## src/rtl/shift_sequencer.sv

```systemverilog
// shift_sequencer: universal shift register driven by a small step sequencer.
// One accepted start command runs a shift/rotate operation for 'count' steps,
// one step per enabled clock, then emits a single-cycle done pulse.
//
// Ports:
//   clk        rising-edge clock
//   rst_n      asynchronous active-low reset
//   en         clock enable; low holds all state and suppresses done
//   start      command strobe, sampled in IDLE
//   op         operation code (0 clear, 1 load, 2..7 shift/rotate)
//   count      number of shift steps for ops 2..7
//   load_data  parallel load value for op 1
//   ser_in     serial input for op 5, sampled on each step
//   q          register contents
//   ser_out    bit shifted out on the most recent step
//   busy       high while a multi-step run is in progress
//   done       one-cycle completion pulse
module shift_sequencer #(
    parameter int unsigned WIDTH = 8,
    parameter int unsigned CNT_W = 4
) (
    input  logic             clk,
    input  logic             rst_n,
    input  logic             en,
    input  logic             start,
    input  logic [2:0]       op,
    input  logic [CNT_W-1:0] count,
    input  logic [WIDTH-1:0] load_data,
    input  logic             ser_in,
    output logic [WIDTH-1:0] q,
    output logic             ser_out,
    output logic             busy,
    output logic             done
);

    typedef enum logic [0:0] {StIdle, StRun} state_e;

    localparam int unsigned N = WIDTH - 1;

    state_e           state;
    logic [2:0]       op_r;
    logic [CNT_W-1:0] rem;

    logic [WIDTH-1:0] step_q;
    logic             step_so;

    // Next register value and shifted-out bit for one step of the latched op.
    always_comb begin
        step_q  = q;
        step_so = ser_out;
        case (op_r)
            3'd2: begin
                step_q  = {1'b0, q[N:1]};
                step_so = q[0];
            end
            3'd3: begin
                step_q  = {q[N-1:0], 1'b0};
                step_so = q[N];
            end
            3'd4: begin
                step_q  = {q[N], q[N:1]};
                step_so = q[0];
            end
            3'd5: begin
                step_q  = {ser_in, q[N:1]};
                step_so = q[0];
            end
            3'd6: begin
                step_q  = {q[0], q[N:1]};
                step_so = q[0];
            end
            3'd7: begin
                step_q  = {q[N-1:0], q[N]};
                step_so = q[N];
            end
            default: begin
                step_q  = q;
                step_so = ser_out;
            end
        endcase
    end

    always_ff @(posedge clk or negedge rst_n) begin
        if (!rst_n) begin
            state   <= StIdle;
            op_r    <= '0;
            rem     <= '0;
            q       <= '0;
            ser_out <= 1'b0;
            done    <= 1'b0;
        end else if (!en) begin
            // Hold everything; a pending done pulse is dropped, not delayed.
            done <= 1'b0;
        end else begin
            done <= 1'b0;
            case (state)
                StIdle: begin
                    if (start) begin
                        case (op)
                            3'd0: begin
                                q    <= '0;
                                done <= 1'b1;
                            end
                            3'd1: begin
                                q    <= load_data;
                                done <= 1'b1;
                            end
                            default: begin
                                if (count == '0) begin
                                    done <= 1'b1;
                                end else begin
                                    op_r  <= op;
                                    rem   <= count;
                                    state <= StRun;
                                end
                            end
                        endcase
                    end
                end
                StRun: begin
                    q       <= step_q;
                    ser_out <= step_so;
                    rem     <= rem - CNT_W'(1);
                    if (rem == CNT_W'(1)) begin
                        state <= StIdle;
                        done  <= 1'b1;
                    end
                end
                default: state <= StIdle;
            endcase
        end
    end

    assign busy = (state == StRun);

endmodule
```

## config.mk

```make
export PLATFORM = sky130hd
export DESIGN_NAME = shift_sequencer
export DESIGN_NICKNAME = d
export VERILOG_FILES = /design/src/rtl/shift_sequencer.sv
export SDC_FILE = /design/constraint.sdc
export NUM_CORES = 1
export LEC_CHECK = 0
export ABC_AREA = 1
export CAP_MARGIN = 20
export CORE_MARGIN = 5
export CORE_UTILIZATION = 48
export DETAILED_ROUTE_END_ITERATION = 6
export GPL_TIMING_DRIVEN = 0
export PLACE_DENSITY = 0.84
export SETUP_SLACK_MARGIN = 0.02
export SKIP_CTS_REPAIR_TIMING = 1
export SYNTH_ARGS = -nofsm -noshare
export SYNTH_HDL_FRONTEND = slang
export SYNTH_SLANG_ARGS = --single-unit
```

## constraint.sdc

```tcl
create_clock -name clk -period 1.7 [get_ports clk]
set_clock_uncertainty 0.1 [all_clocks]
set_input_delay 0.34 -clock clk [delete_from_list [all_inputs] [get_ports clk]]
set_output_delay 0.34 -clock clk [all_outputs]
set_load 0.005 [all_outputs]
```

# Word level (Yosys, flattened, before mapping)
# Index checks and enable logic that the tools add are counted.
[word_totals]
regBits = 18
input_bits = 20
output_inout_bits = 11
word_cells = 57
[op_classes]
addsub = 1
n_eq_ne = 15
muxes = 20
n_bitwise = 3
reduce_logical = 11
[op_table]
columns = ["cell", "n"]
rows = [
  ["$pmux W8 S6", 1],
  ["$pmux W8 S2", 2],
  ["$eq A3 B3 Y1 const B", 4],
  ["$mux W4", 3],
  ["$reduce_and A5 Y1", 2],
  ["$mux W1", 9],
  ["$mux W8", 1],
  ["$ne A2 B2 Y1 const B", 4],
  ["$pmux W4 S2", 1],
  ["$reduce_and A4 Y1", 2],
  ["$ne A7 B1 Y1 const B", 1],
  ["$eq A3 B2 Y1 const B", 2],
  ["$ne A6 B1 Y1 const B", 1],
  ["$pmux W1 S2", 3],
  ["$eq A4 B1 Y1 const B", 1],
  ["$logic_not A4 Y1", 1],
  ["$reduce_or A2 Y1", 2],
  ["$reduce_or A4 Y1", 1],
  ["$sub A4 B1 Y4 const B", 1],
  ["$eq A3 B1 Y1 const B", 1],
  ["$logic_not A3 Y1", 1],
  ["$ne A3 B1 Y1 const B", 1],
  ["$not A1 Y1", 3],
  ["$reduce_and A3 Y1", 1],
  ["$reduce_bool A2 Y1", 1],
]

# Longest topological paths before layout
# Gate-level depths: netlist of the first run.
[logic_depth]
ltp_word = 6
mapped_depth = 8
depth_no_buf = 8

# Worst setup path after synthesis of the first run
# OpenSTA, ideal clock, no wires.
[synth_path]
kind = "register -> register"
start = "reg rem[0]"
end = "reg rem[2]"
setup_time_ns = 0.117
arrival_time_ns = 1.093
required_time_ns = 1.483
slack_ns = 0.391
path_stages_with_launch = 8
path_buffers = 0
period_less_slack_ns = 1.309
path_cell_list = "dfrtp_1 inv_1 ha_1 or2_2 nand3_1 nand2_1 nand2_1 nand2_1"
[synth_between]
elab_chain_cells = 2
[synth_lines]
columns = ["element", "line_no", "rtl"]
rows = [
  ["start, declared", "42", "logic [CNT_W-1:0] rem;"],
  ["start signal, assigned", "113", "rem <= count;"],
  ["start signal, assigned", "123", "rem <= rem - CNT_W'(1);"],
  ["$sub A4 B1 Y4", "123", ""],
  ["$pmux W4 S2", "96", "case (state)"],
]
# No other way between the ends.
# A chain may end at the register's enable or synchronous reset.

# Final worst setup path of the first run
[layout_path]
start = "reg q[3]"
end = "out q[3]"
[layout_lines]
columns = ["element", "line_no", "rtl"]
rows = [
  ["start, declared", "30", "output logic [WIDTH-1:0] q,"],
  ["start signal, assigned", "105", "q <= load_data;"],
  ["start signal, assigned", "121", "q <= step_q;"],
]
# No word-level cell between the ends.

==> metrics.yaml, run 1 <==
hold_path_class: "input port to asynchronous set/reset pin"
ys_seq_area_share_pct: 37.9
power_density_nw_per_um2: 1520
die_h_um: 59.8
netlist_area_um2: 1190
period_needed_ns: 1.68
rrSetupSlack_ns: 0.24
r2r_start: "busy"
critical_path_peak_fanout: 3
hold_violations: 0
tightestPinTransition_ns: 0.832
num-nets-final: 254
slowest_stage: "clkdlybuf4s50_1"
fin_cells: 261
critPathBufInv: 1
cts_tree: "done"
cp_top_family: "buffers and inverters"
drtAntennaViolNets: 0
final-max-slew-violation-count: 0
drt_iter0_markers: 56
coreArea_um2: 2430
synthCells: 182
period_share_pct: 98.6
ys_types: 21
status: "finished clean"
slowest_delay_ns: 0.54
wl_met2_um: 1420
antenna_found_initial: 0
dr_wl_met3_um: 162
vias: 1289
yosysTopAreaCellShare_pct: 37.9
grt.overflow.total: 0
cts_buffers: 3
clock_latency_ns: 0.30
ys_ff_latch: 18
arrival_ns: 1.24
diodes: 0
p_leak_nw: 0.923
io_pins: 31
synth_area_leader_cell: "dfrtp_1"
clk_pin_slew_ns: 0.11
grt_max_degree: 19
totalWireLength_um: 3040
highest-signal-layer: "met4"
areaGrowthSynthToFinish_pct: 41.5
end_kind: "output pin"
slew_headroom_pct: 44.4
cp_cell_sequence: "clkdlybuf4s50_1"
h-tree-depth: 1
grt_usage_pct: 17.3
dp_cells: 242
routed_via_density: 4.94
utilization_pct: 69.1
peakVddDrop_v: 0.000833
reg2reg_to: "q[6]"
synth_warnings: 0
start_util_pct: 48.9
gp_congestion: 0.825
setup_viol: 0
fillerInstances: 202
fmax_mhz: 597
dpl.hpwl_um: 2100
wl_per_cell_um: 11.7
rr_worst_depth: 9
die-area_um2: 3570
startpoint_type: "flip-flop"
first_pass_iters: 4
num_rows: 18
post_route_cells_drive_above_1_share_pct: 14.3
cts-root-buf: "clkbuf_4"
cp.required_ns: 1.26
grt_pass1_wl_um: 4740
wl_met1_um: 1410
grt_pass1_vias: 1105
port_buffers: 30
maxCapViolCount: 0
total_power_w: 0.00256
rsz0062_at_grt: "yes"
synthTopCellsByArea: "dfrtp_1 (38%), nand2_1 (27%), nor2_1 (5.7%)"
crit_type: "flip-flop to output pin"
cts_max_path_buffers: 2
avgSynthCellArea_um2: 6.53
syn_nets: 204
drc: 0
clkSinkCount: 18
die_x_um: 59.8
## per-layer routing
metal / track usage (%) / vias to the layer above
met2: 28.2 / 35
met1: 22.7 / 577
met3: 3.46 / 7
met5: 0 / -
met4: 5.70 / 0
li1: - / 670
## worst max path at each step
stage	slack, ns	endpoint	cells past startpoint	from
2_1_floorplan	0.39	rem[2]	7	rem[0]
3_3_place_gp	-0.13	q[5]	8	op[2]
3_5_place_dp	-0.14	q[5]	8	op[2]
4_1_cts	-0.11	busy	1	busy
5_1_grt	-0.01	q[3]	1	q[3]
6_report	0.02	q[3]	1	q[3]
## sequential cells by signal, indices dropped and copies added (netlist names)
register,flops
q,8
rem,4
op_r,3
busy,1
done,1
ser_out,1
## cell type report
type	count	area [µm²]	share of cell area, %
Tap cell	30	37.5	2.23
Inverter	19	76.3	4.54
Clock buffer	4	36.3	2.16
Sequential cell	18	452	26.9
Multi-Input combinational cell	142	643	38.2
Timing Repair Buffer	45	415	24.7
Buffer	3	21.3	1.26
## power by group
part	internal, W	switching, W
clock	0.000131	0.000144
sequential	0.000615	0.000171
combinational	0.000738	0.000757
total	0.00148	0.00107
## metrics by stage
stage          hold WS (ns)  setup TNS, ns  area (µm²)  worst slack (ns)
2_1_floorplan       -0.0556              0        1190             0.391
3_3_place_gp          0.421          -1.47        1530            -0.132
3_5_place_dp          0.425          -1.55        1530            -0.143
4_1_cts               0.443         -0.126        1560            -0.112
5_1_grt               0.466        -0.0126        1680           -0.0126
6_report              0.405              0        1680            0.0242
## kinds of logic after synthesis
| logic type | synth area share (%) |
|---|---|
| simple gates | 45.2 |
| buf+inv | 8.21 |
| flops | 37.9 |
| compound gates | 6.63 |
| fa+ha+maj | 2.10 |
## Yosys cell counts, drive strengths merged
master / number
a21oi: 1
ha: 2
o21ai: 6
nor2: 19
or2: 1
nor3: 2
nand3: 11
nand4: 3
buf: 3
inv: 18
o211ai: 5
nand2: 91
dfrtp: 18
a31oi: 1
clkinv: 1
## cells in the final DEF (no fill, tap or decap), types with 2 or more instances in the layout
| cell | synthesis | final |
|---|---|---|
| o211ai_1 | 5 | 5 |
| ha_1 | 2 | 2 |
| nand2_2 | 3 | 3 |
| inv_1 | 17 | 17 |
| nor2_1 | 18 | 17 |
| buf_4 | 0 | 15 |
| clkdlybuf4s50_1 | 0 | 29 |
| nand3_1 | 11 | 11 |
| nand4_1 | 3 | 3 |
| o21ai_0 | 6 | 6 |
| buf_2 | 2 | 2 |
| dfrtp_1 | 18 | 17 |
| clkbuf_4 | 0 | 3 |
| nand2_1 | 87 | 87 |
(Power assumes the default switching activity.)
==> run 2: changes to the inputs <==
--- a/config.mk
+++ b/config.mk
@@ -7,6 +7,7 @@
 export LEC_CHECK = 0
 export ABC_AREA = 1
 export CAP_MARGIN = 20
+export CORE_ASPECT_RATIO = 0.6
 export CORE_MARGIN = 5
 export CORE_UTILIZATION = 48
 export DETAILED_ROUTE_END_ITERATION = 6
@@ -14,6 +15,7 @@
 export PLACE_DENSITY = 0.84
 export SETUP_SLACK_MARGIN = 0.02
 export SKIP_CTS_REPAIR_TIMING = 1
+export SKIP_LAST_GASP = 1
 export SYNTH_ARGS = -nofsm -noshare
 export SYNTH_HDL_FRONTEND = slang
 export SYNTH_SLANG_ARGS = --single-unit
==> run 2 against run 1 <==
Clock power increased by 30%; via count is 2.9% lower; sequential cell count unchanged; cell area is 3.6% lower; power decreased by 2.0%; hold slack better by 0.028 ns; critical path depth unchanged; sequential share of layout area increased by 1.0 points; utilization shrank 2.6 points; global-route usage increased by 0.94 points; non-clock buffer count is 11 lower; die area rose by 0.92%; critical path type unchanged.
==> metrics.yaml, run 2 (same netlist as run 1, synthesis figures left out) <==
register_area_um2: 452  # unchanged
cp_top_family: "buffers and inverters"
die-area_um2: 3600  # +0.92%
hold_path_class: "input port to asynchronous set/reset pin"
grt_max_degree: 19  # unchanged
io_pins: 31  # unchanged
tightestPinTransition_ns: 0.794  # -0.0371 ns
slowest_delay_ns: 0.53  # about the same
fmax_mhz: 595  # -0.28%
num-nets-final: 243  # -4.3%
antenna_found_initial: 0  # unchanged
die_h_um: 48.5  # -19%
largest-register: "q"
dpl.hpwl_um: 2370  # +13%
reg.largest.list: "q (8), rem (4), op_r (3)"
slowest_stage: "clkdlybuf4s50_1"
cp_cell_sequence: "clkdlybuf4s50_1"
setup_viol: 0  # unchanged
rsz0062_at_grt: "yes"
utilization_pct: 66.5  # -2.6 points
start_util_pct: 48.8  # -0.050 points
areaGrowthSynthToFinish_pct: 36.3
critical_path_peak_fanout: 7  # +4
first_pass_iters: 5  # +1
die_x_um: 74.2  # +24%
slew_headroom_pct: 46.9  # +2.5 points
drt_iter0_markers: 118  # +110%
power_density_nw_per_um2: 1550  # +1.7%
gp_congestion: 0.835  # +1.2%
wl_per_cell_um: 12.5  # +7.1%
cts_buffers: 3  # unchanged
layout_common_cells: "nand2_1 (86), clkdlybuf4s50_1 (30), inv_1 (17), nor2_1 (17), dfrtp_1 (17)"
critPathBufInv: 1  # unchanged
h-tree-depth: 1  # unchanged
pre_cts_ws_ns: -0.155  # -0.0119 ns
arrival_ns: 1.24  # about the same
status: "finished clean"
drc: 0  # unchanged
clkSinkCount: 18  # unchanged
largest_register_ff_count: 8  # unchanged
final-max-slew-violation-count: 0  # unchanged
total_power_w: 0.00251  # -2.0%
cts-root-buf: "clkbuf_8"
setup_ws_ns: 0.0196  # -0.00466 ns
hold_violations: 0  # unchanged
cts_tree: "done"
maxCapViolCount: 0  # unchanged
cts_max_path_buffers: 2  # unchanged
clock_latency_ns: 0.26  # -0.04 ns
clk_pin_slew_ns: 0.07  # -0.04 ns
grt_usage_pct: 18.2  # +0.94 points
diodes: 0  # unchanged
period_share_pct: 98.8  # +0.27 points
dp_cells: 244  # +0.83%
num_rows: 14  # -4
cp.required_ns: 1.26  # about the same
multi_input_area_um2: 646  # +0.39%
peakVddDrop_v: 0.000836  # +0.34%
period_needed_ns: 1.68  # +0.00466 ns
port_buffers: 30  # unchanged
startpoint_type: "flip-flop"
totalWireLength_um: 3150  # +3.4%
vias: 1251  # -2.9%
drtAntennaViolNets: 0  # unchanged
coreArea_um2: 2430  # +0.10%
grt_pass1_wl_um: 5120  # +8.0%
routed_via_density: 4.96  # +0.52%
fin_cells: 252  # -3.4%
grt.overflow.total: 0  # unchanged
end_kind: "output pin"
fillerInstances: 228  # +13%
crit_type: "flip-flop to output pin"
p_leak_nw: 0.859  # -6.9%
final_common_cell: "nand2_1"
post_route_cells_drive_above_1_share_pct: 10.5  # -3.8 points
grt_pass1_vias: 1086  # -1.7%
run 2: changes by cell type in the layout (fill, tap and decap cells not counted), sizes merged:
cell           previous run  this run
buf                      18         7
clkdlybuf4s50            29        30
dlymetal6s2s              1         0
run 2: final timing paths:
path / to / cells after the start / startpoint / slack [ns]
worst max register to register: q[6] / 7 / op_r[1] / 0.19
max in group asynchronous: busy / 1 / rst_n / 0.51
min in group clk: q[1] / 2 / q[1] / 0.44
worst max-delay path: busy / 1 / busy / 0.02
worst min-delay path: q[2] / 1 / rst_n / 0.43
worst min register to register: q[1] / 2 / q[1] / 0.44
run 2: area by class of cell:
class | instances | area share [%]
flip-flops and latches | 18 | 27.9
multi-input cells | 142 | 39.8
clock buffers | 4 | 3.40
repair buffers | 34 | 20.4
well taps | 32 | 2.47
inverters | 19 | 4.71
plain buffers | 3 | 1.31
run 2: metrics by stage:
step	hold WS [ns]	TNS (ns)	cell area, µm²
2_1_floorplan	-0.0556	0	1190
3_3_place_gp	0.427	-1.85	1530
3_5_place_dp	0.432	-1.94	1530
4_1_cts	0.448	-0.0796	1580
5_1_grt	0.479	-0.0184	1620
6_report	0.434	0	1620
run 2: report_power, final:
group	switching, W	total (W)	leakage [nW]	internal (W)
Combinational	0.000710	0.00131	0.603	0.000601
Clock	0.000150	0.000356	0.0288	0.000206
Sequential	0.000221	0.000838	0.228	0.000617
run 2: per-layer routing:
metal	up-vias	wire length, µm	track usage, %	part of all wire, %
li1	645	-	-	-
met5	-	0	0	0
met3	6	158	4.34	5.0
met1	559	1590	27.9	50
met2	41	1360	25.4	43
met4	0	42	4.44	1.3
==> run 3: changes to the inputs <==
--- a/config.mk
+++ b/config.mk
@@ -15,7 +15,6 @@
 export PLACE_DENSITY = 0.84
 export SETUP_SLACK_MARGIN = 0.02
 export SKIP_CTS_REPAIR_TIMING = 1
-export SKIP_LAST_GASP = 1
 export SYNTH_ARGS = -nofsm -noshare
 export SYNTH_HDL_FRONTEND = slang
 export SYNTH_SLANG_ARGS = --single-unit
==> run 3 against run 2 <==
Global-route usage unchanged; sequential power is essentially flat; cell area increased by 0.15%; first-iteration DRC count is the same; power is 0.18% lower.
==> metrics.yaml, run 3 (same netlist as run 1, synthesis figures left out) <==
dpl.hpwl_um: 2370  # unchanged
cp.required_ns: 1.26  # about the same
maxCapViolCount: 0  # unchanged
routed_via_density: 4.96  # about the same
slowest_stage: "clkdlybuf4s50_1"
cp_top_family: "buffers and inverters"
clk_pin_slew_ns: 0.07  # about the same
arrival_ns: 1.19  # -0.05 ns
multi_input_area_um2: 646  # unchanged
cp-startpoint: "q[2]"
critical_path_peak_fanout: 4  # -3
slowest_delay_ns: 0.52  # about the same
fillerInstances: 227  # -0.44%
vias: 1250  # -0.080%
period_needed_ns: 1.63  # -0.0507 ns
critPathBufInv: 1  # unchanged
cts-root-buf: "clkbuf_8"
setup_viol: 0  # unchanged
die_x_um: 74.2  # unchanged
gp_congestion: 0.835  # unchanged
power_density_nw_per_um2: 1540  # -0.33%
peakVddDrop_v: 0.000834  # -0.29%
grt_pass1_vias: 1086  # unchanged
die-area_um2: 3600  # unchanged
reg.largest.list: "q (8), rem (4), op_r (3)"
clock_latency_ns: 0.26  # about the same
first_pass_iters: 4  # -1
final_common_cell: "nand2_1"
layout_common_cells: "nand2_1 (86), clkdlybuf4s50_1 (29), inv_1 (17), nor2_1 (17), dfrtp_1 (17)"
rsz0062_at_grt: "no"
post_route_cells_drive_above_1_share_pct: 10.5  # unchanged
register_area_um2: 452  # unchanged
r2r_start: "op_r[1]"
grt.overflow.total: 0  # unchanged
slew_headroom_pct: 46.8  # -0.066 points
drtAntennaViolNets: 0  # unchanged
clkSinkCount: 18  # unchanged
reg2reg_to: "q[6]"
cts_buffers: 3  # unchanged
rr_worst_depth: 7  # unchanged
diodes: 0  # unchanged
pre_cts_ws_ns: -0.155  # unchanged
setup_ws_ns: 0.0703  # +0.0507 ns
h-tree-depth: 1  # unchanged
grt_pass1_wl_um: 5120  # unchanged
rrSetupSlack_ns: 0.19  # about the same
p_leak_nw: 0.867  # +0.89%
coreArea_um2: 2430  # unchanged
startpoint_type: "flip-flop"
end_kind: "output pin"
grt_max_degree: 19  # unchanged
wl_per_cell_um: 12.5  # about the same
cts_tree: "done"
tightestPinTransition_ns: 0.795  # +0.000991 ns
largest-register: "q"
final-max-slew-violation-count: 0  # unchanged
drt_iter0_markers: 118  # unchanged
status: "finished clean"
areaGrowthSynthToFinish_pct: 36.5
die_h_um: 48.5  # unchanged
grt_usage_pct: 18.2  # unchanged
totalWireLength_um: 3150  # about the same
num-nets-final: 243  # unchanged
hold_path_class: "input port to asynchronous set/reset pin"
start_util_pct: 48.8  # unchanged
cts_max_path_buffers: 2  # unchanged
port_buffers: 30  # unchanged
hold_violations: 0  # unchanged
period_share_pct: 95.9  # -3.0 points
crit_type: "flip-flop to output pin"
num_rows: 14  # unchanged
post_dp_cell_area_um2: 1530  # unchanged
io_pins: 31  # unchanged
largest_register_ff_count: 8  # unchanged
utilization_pct: 66.6  # +0.10 points
whs_ns: 0.434  # +0.000436 ns
fmax_mhz: 614  # +3.1%
antenna_found_initial: 0  # unchanged
cp_cell_sequence: "clkdlybuf4s50_1"
fin_area_um2: 1620  # +0.15%
drc: 0  # unchanged
run 3: cell count changes in the layout (fill, tap and decap cells not counted), sizes merged:
cell,previous run,this run
clkdlybuf4s50,30,29
dlymetal6s2s,0,1
run 3: worst max-delay path by stage:
stage | end | slack, ns | depth (start not counted)
final | q[2] | 0.07 | 1
after global routing | q[2] | 0.03 | 1
after CTS | busy | -0.08 | 1
after detailed placement | q[5] | -0.15 | 8
after global placement | q[5] | -0.16 | 8
after floorplan | rem[2] | 0.39 | 7
run 3: routing by layer:
| metal | GRT usage [%] | wire length (µm) | vias up |
|---|---|---|---|
| met4 | 4.44 | 32 | 0 |
| met2 | 25.4 | 1360 | 40 |
| met5 | 0 | 0 | - |
| li1 | - | - | 645 |
| met3 | 4.34 | 163 | 4 |
| met1 | 27.9 | 1590 | 561 |
run 3: through the flow:
| stage | instances | TNS, ns | total power [W] |
|---|---|---|---|
| finish | 252 | 0 | 0.00250 |
| global route | 252 | 0 | 0.00273 |
| CTS | 248 | -0.0796 | 0.00246 |
| detailed placement | 244 | -1.94 | 0.00209 |
| global placement | 244 | -1.85 | 0.00205 |
| floorplan | 182 | 0 | 0.00160 |
run 3: where the power goes:
group	internal [W]	switching, W	total [W]
Sequential	0.000617	0.000220	0.000837
Combinational	0.000598	0.000711	0.00131
Clock	0.000206	0.000150	0.000356
run 3: final cells by class:
| type | instances | area share [%] |
|---|---|---|
| Buffer | 3 | 1.31 |
| Clock buffer | 4 | 3.39 |
| Inverter | 19 | 4.70 |
| Multi-Input combinational cell | 142 | 39.8 |
| Sequential cell | 18 | 27.8 |
| Tap cell | 32 | 2.47 |
| Timing Repair Buffer | 34 | 20.5 |
